--- src/rtl/addr_entry_issue.sv ---
// Pops address entries from the FIFO, issues them on a req/ack memory port and returns
// in-order tagged responses; one-cycle pop-to-request latency, pops gated by ack and credit.
module addr_entry_issue #(
   parameter int ADDR_WIDTH      = 32,
   parameter int ID_WIDTH        = 3,
   parameter int MAX_OUTSTANDING = 4,
   localparam int CNT_W = $clog2(MAX_OUTSTANDING + 1),
   localparam int PTR_W = (MAX_OUTSTANDING > 1) ? $clog2(MAX_OUTSTANDING) : 1
) (
   input  logic                  clk,
   input  logic                  rst,
   input  logic                  fifo_valid,
   input  logic [ADDR_WIDTH-1:0] fifo_addr,
   input  logic [ID_WIDTH-1:0]   fifo_id,
   input  logic                  fifo_we,
   output logic                  fifo_pop,
   output logic                  mem_req,
   output logic [ADDR_WIDTH-1:0] mem_addr,
   output logic                  mem_we,
   input  logic                  mem_ack,
   input  logic                  mem_rvalid,
   output logic                  resp_valid,
   output logic [ID_WIDTH-1:0]   resp_id,
   output logic                  resp_we,
   output logic [CNT_W-1:0]      outstanding,
   output logic                  idle
);

   logic                  stg_vld_q, stg_vld_d;
   logic [ADDR_WIDTH-1:0] stg_addr_q, stg_addr_d;
   logic [ID_WIDTH-1:0]   stg_id_q, stg_id_d;
   logic                  stg_we_q, stg_we_d;
   logic [CNT_W-1:0]      cnt_q, cnt_d;
   logic [PTR_W-1:0]      wr_ptr_q, wr_ptr_d;
   logic [PTR_W-1:0]      rd_ptr_q, rd_ptr_d;
   logic [ID_WIDTH-1:0]   tq_id_q [MAX_OUTSTANDING];
   logic [ID_WIDTH-1:0]   tq_id_d [MAX_OUTSTANDING];
   logic                  tq_we_q [MAX_OUTSTANDING];
   logic                  tq_we_d [MAX_OUTSTANDING];
   logic                  credit_ok;
   logic                  push;

   // Explicit wrap so non-power-of-two depths stay in range.
   function automatic logic [PTR_W-1:0] next_ptr(input logic [PTR_W-1:0] p);
      if (p == PTR_W'(MAX_OUTSTANDING - 1)) return '0;
      return p + PTR_W'(1);
   endfunction

   always_comb begin
      // The held request counts against credit; a same-cycle response does not.
      credit_ok = ({1'b0, cnt_q} + (CNT_W+1)'(stg_vld_q)) < (CNT_W+1)'(MAX_OUTSTANDING);
      fifo_pop  = fifo_valid & (~stg_vld_q | mem_ack) & credit_ok;
      push      = stg_vld_q & mem_ack;

      stg_vld_d  = stg_vld_q;
      stg_addr_d = stg_addr_q;
      stg_id_d   = stg_id_q;
      stg_we_d   = stg_we_q;
      if (fifo_pop) begin
         stg_vld_d  = 1'b1;
         stg_addr_d = fifo_addr;
         stg_id_d   = fifo_id;
         stg_we_d   = fifo_we;
      end else if (mem_ack) begin
         stg_vld_d = 1'b0;
      end

      cnt_d = cnt_q;
      case ({push, mem_rvalid})
         2'b10:   cnt_d = cnt_q + CNT_W'(1);
         2'b01:   cnt_d = cnt_q - CNT_W'(1);
         default: cnt_d = cnt_q;
      endcase

      wr_ptr_d = push       ? next_ptr(wr_ptr_q) : wr_ptr_q;
      rd_ptr_d = mem_rvalid ? next_ptr(rd_ptr_q) : rd_ptr_q;

      tq_id_d = tq_id_q;
      tq_we_d = tq_we_q;
      if (push) begin
         tq_id_d[wr_ptr_q] = stg_id_q;
         tq_we_d[wr_ptr_q] = stg_we_q;
      end
   end

   always_ff @(posedge clk) begin
      if (rst) begin
         stg_vld_q <= 1'b0;
         cnt_q     <= '0;
         wr_ptr_q  <= '0;
         rd_ptr_q  <= '0;
      end else begin
         stg_vld_q <= stg_vld_d;
         cnt_q     <= cnt_d;
         wr_ptr_q  <= wr_ptr_d;
         rd_ptr_q  <= rd_ptr_d;
      end
   end

   always_ff @(posedge clk) begin
      stg_addr_q <= stg_addr_d;
      stg_id_q   <= stg_id_d;
      stg_we_q   <= stg_we_d;
      tq_id_q    <= tq_id_d;
      tq_we_q    <= tq_we_d;
   end

   assign mem_req     = stg_vld_q;
   assign mem_addr    = stg_addr_q;
   assign mem_we      = stg_we_q;
   assign resp_valid  = mem_rvalid;
   assign resp_id     = tq_id_q[rd_ptr_q];
   assign resp_we     = tq_we_q[rd_ptr_q];
   assign outstanding = cnt_q;
   assign idle        = ~fifo_valid & ~stg_vld_q & (cnt_q == '0);

   logic                  stall_q;
   logic [ADDR_WIDTH-1:0] prev_addr_q;
   logic [ID_WIDTH-1:0]   prev_id_q;
   logic                  prev_we_q;

   always_ff @(posedge clk) begin
      stall_q     <= ~rst & stg_vld_q & ~mem_ack;
      prev_addr_q <= stg_addr_q;
      prev_id_q   <= stg_id_q;
      prev_we_q   <= stg_we_q;
      if (rst) begin
         assert (mem_rvalid !== 1'b1) else $error("mem_rvalid during reset");
      end else begin
         assert (!(mem_ack && !stg_vld_q)) else $error("mem_ack without mem_req");
         assert (!(mem_rvalid && cnt_q == '0)) else $error("mem_rvalid with nothing outstanding");
         assert (!(fifo_pop && !fifo_valid)) else $error("fifo_pop while fifo empty");
         if (stall_q) begin
            assert (stg_vld_q && stg_addr_q == prev_addr_q && stg_id_q == prev_id_q
                    && stg_we_q == prev_we_q)
               else $error("request fields changed while stalled");
         end
      end
   end

endmodule

--- config.mk ---
export PLATFORM = sky130hd
export DESIGN_NAME = addr_entry_issue
export DESIGN_NICKNAME = d
export VERILOG_FILES = /design/src/rtl/addr_entry_issue.sv
export SDC_FILE = /design/constraint.sdc
export NUM_CORES = 1
export LEC_CHECK = 0
export BUFFER_PORTS_ARGS = -buffer_cell sky130_fd_sc_hd__buf_2
export CAP_MARGIN = 20
export CORE_UTILIZATION = 51
export CTS_CLUSTER_SIZE = 30
export DETAILED_ROUTE_END_ITERATION = 7
export GPL_ROUTABILITY_DRIVEN = 0
export PLACE_DENSITY = 0.92
export SLEW_MARGIN = 10
export SYNTH_ARGS = -nofsm -noshare
export SYNTH_HDL_FRONTEND = slang
export SYNTH_SLANG_ARGS = --single-unit
--- constraint.sdc ---
create_clock -name clk -period 4.45 [get_ports clk]
set_clock_uncertainty 0.2 [all_clocks]
set_input_delay 0.2225 -clock clk [delete_from_list [all_inputs] [get_ports clk]]
set_output_delay 0.2225 -clock clk [all_outputs]
set_load 0.005 [all_outputs]
==> results.cfg <==
[outcome]
outcome = finished, final reports clean

[die]
start_util_pct = 54.0
die_y_um = 67.5
dieArea_um2 = 4560
fp.dieW_um = 67.5
core_area_um2 = 4060
rows = 23
io_pins = 85

[grt]
grt_pass1_vias = 1476
antenna_found_initial = 0
grt_max_degree = 38
grt_usage_pct = 22.5
grt_overflow_total = 0
grt_first_pass_wirelength_mm = 6.78

[placed_design]
portBuffers = 84
dp_hpwl_mm = 2.63
placed_cell_area_um2 = 2650
dp.cells = 246
dp_slack_ps = 2170

[routing]
drc = 0
drtIter0Drc = 82
wl_per_cell_um = 15.9
drtPass1Iterations = 4
via_per_inst = 4.95
drt_wl_total_mm = 4.75
vias = 1481
ant_nets = 0

[sta]
fin_crit_ps = 2270
maxSlewViolCount = 0
fin_tns_setup_ps = 0
fmax_ghz = 0.440
rsz0062_at_grt = no
hold_violations = 0
timing.slew.headroom_pct = 70.4
finalSetupViolCount = 0
setup_ws_ps = 2180
tightest_slew_ps = 443
fin_crit_sh_pct = 51.1
timing.hold.ws_ps = 71.7

[layout]
finalNonFillerCells = 299
layout-drive-gt1-share_pct = 44.6
fin_util_pct = 79.6
register_area_um2 = 1720
final_area_um2 = 3230
nets = 291
antenna_cells = 0
multiInputGateArea_um2 = 434
n_fill_cell = 208
area_growth_syn_to_layout_pct = 47.6

[pwr]
powerDensity_nw_per_um2 = 420
leakage_nw = 1.34
ir_drop_v = 0.000280
power_mw = 1.36

[synthesis]
synth-seq-cells = 60
syn_area_um2 = 2190
yosysUniqueCellTypes = 26
synth_enable_flop_cells = 52
synth_flop_cell = edfxtp_1
postSynthCellCount = 117
synthArstFlopShare_pct = 0
synth_seq_area_share_pct = 78.6
yosys_warnings = 0
synthesis.nets = 164
synth_area_per_cell_um2 = 18.7

[worst_setup_path]
crit_path_end_kind = flip-flop
worstPathCellList = nand2_2, and2_1, fa_1, and4b_1, a21oi_1, mux2_2
path_depth = 6
crit_type = reg -> reg
reg2reg_from = mem_req$_SDFFE_PP0P_
worst_path_largest_cell_delay_ps = 550
cp_data_arrival_time_ps = 2280
critPathLaunch = mem_req$_SDFFE_PP0P_
startpoint_type = flip-flop
critPathBufInv = 0
slowest_stage = dfxtp_1
r2r_setup_slack_ps = 2180
crit_path_end = outstanding[2]$_SDFFE_PP0P_
ff2ff_path_depth = 6
r2r-end = outstanding[2]$_SDFFE_PP0P_
worstPathMaxFanout = 13
required_ps = 4460
crit_family = flip-flops

[clocking]
clk_latency_ps = 320
cts_max_level = 3
clk_path_buf_depth = 2
cts_num_sinks = 60
cts_tree = done
clk_pin_slew_ps = 60
cts-hold-fix-buffers = 37
clockRootBuffer = clkbuf_8
post-cts-setup-buffers = 0
cts_resized = 0
cts_buffers = 9

[flow_run]
drv_cap = 0

[worst_hold_path]
min_path_type = in -> reg
[state kept, by name, summed over array words and instances (netlist names)]
signal	count
wr_ptr_q	2
mem_we	1
mem_req	1
rd_ptr_q	2
stg_id_q	3
mem_addr	32
tq_we_q	4
outstanding	3
tq_id_q	12
[per-layer routing]
metal	global-route usage, %	share of wire [%]	wire length (µm)
met1	24.1	39	1870
met2	36.9	50	2400
met3	10.3	8.0	382
met4	12.0	2.1	101
met5	0	0	0
[power by group]
group | leakage [nW] | internal (mW) | switching (mW)
Sequential | 0.554 | 0.664 | 0.0288
Clock | 0.101 | 0.313 | 0.201
Combinational | 0.688 | 0.0850 | 0.0667
Total | 1.34 | 1.06 | 0.296
[layout make-up]
cell class                      count  share of cell area [%]
Clock inverter                      5                    2.36
Multi-Input combinational cell     49                    13.4
Timing Repair Buffer              122                    24.7
Tap cell                           50                    1.94
Inverter                            2                   0.232
Clock buffer                       11                    4.07
Sequential cell                    60                    53.3
[synth_stat cells (2+ instances only)]
master / instances / area [µm²]
mux4_2: 4 / 90.1
edfxtp_1: 52 / 1560
and3_2: 4 / 30.0
nor2_1: 8 / 30.0
nor2b_1: 2 / 12.5
nand2_1: 3 / 11.3
inv_1: 2 / 7.51
buf_2: 3 / 15.0
ha_1: 5 / 62.6
mux2i_1: 4 / 40.0
a21oi_1: 5 / 25.0
nand2b_1: 3 / 18.8
mux2_2: 2 / 22.5
dfxtp_1: 8 / 160
[worst min-delay path, delay by kind of cell]
kind | cells | cell delay [ps]
AO/OA/AOI/OAI | 1 | 60
buffers and inverters | 1 | 150
AND/OR/NAND/NOR | 1 | 100
[cells in the final DEF (no fill, tap or decap), types with 4 or more instances in the layout]
master,count
dlygate4sd3_1,37
and3_2,4
a21oi_1,4
buf_2,84
dfxtp_1,8
edfxtp_1,52
nor2_1,8
clkbuf_8,9
mux2i_1,4
mux4_2,4
ha_1,5
[cell families (layout without fill, tap and decap cells)]
kind of cell               Yosys count  after routing  share of synthesized area, %
AOI/OAI and AO/OA                    6              6                          1.54
xor gates and xnor gates             1              1                         0.400
adders and majority gates            6              6                          3.77
buffers and inverters                8            140                          2.06
DFF                                 60             60                          78.6
muxes                               10             10                          6.97
and+or+nand+nor                     26             26                          6.63
[worst min-delay path by stage]
stage,start,to,slack [ps],cells after the start
6_report,mem_ack,wr_ptr_q[1]$_SDFFE_PP0P_,70,3
3_3_place_gp,fifo_addr[24],mem_addr[24]$_DFFE_PP_,200,1
4_1_cts,mem_ack,wr_ptr_q[1]$_SDFFE_PP0P_,40,3
3_5_place_dp,fifo_addr[3],mem_addr[3]$_DFFE_PP_,200,1
5_1_grt,mem_ack,wr_ptr_q[1]$_SDFFE_PP0P_,70,3
2_1_floorplan,fifo_addr[0],mem_addr[0]$_DFFE_PP_,120,0
No activity file was read; power rests on OpenSTA's default activity.
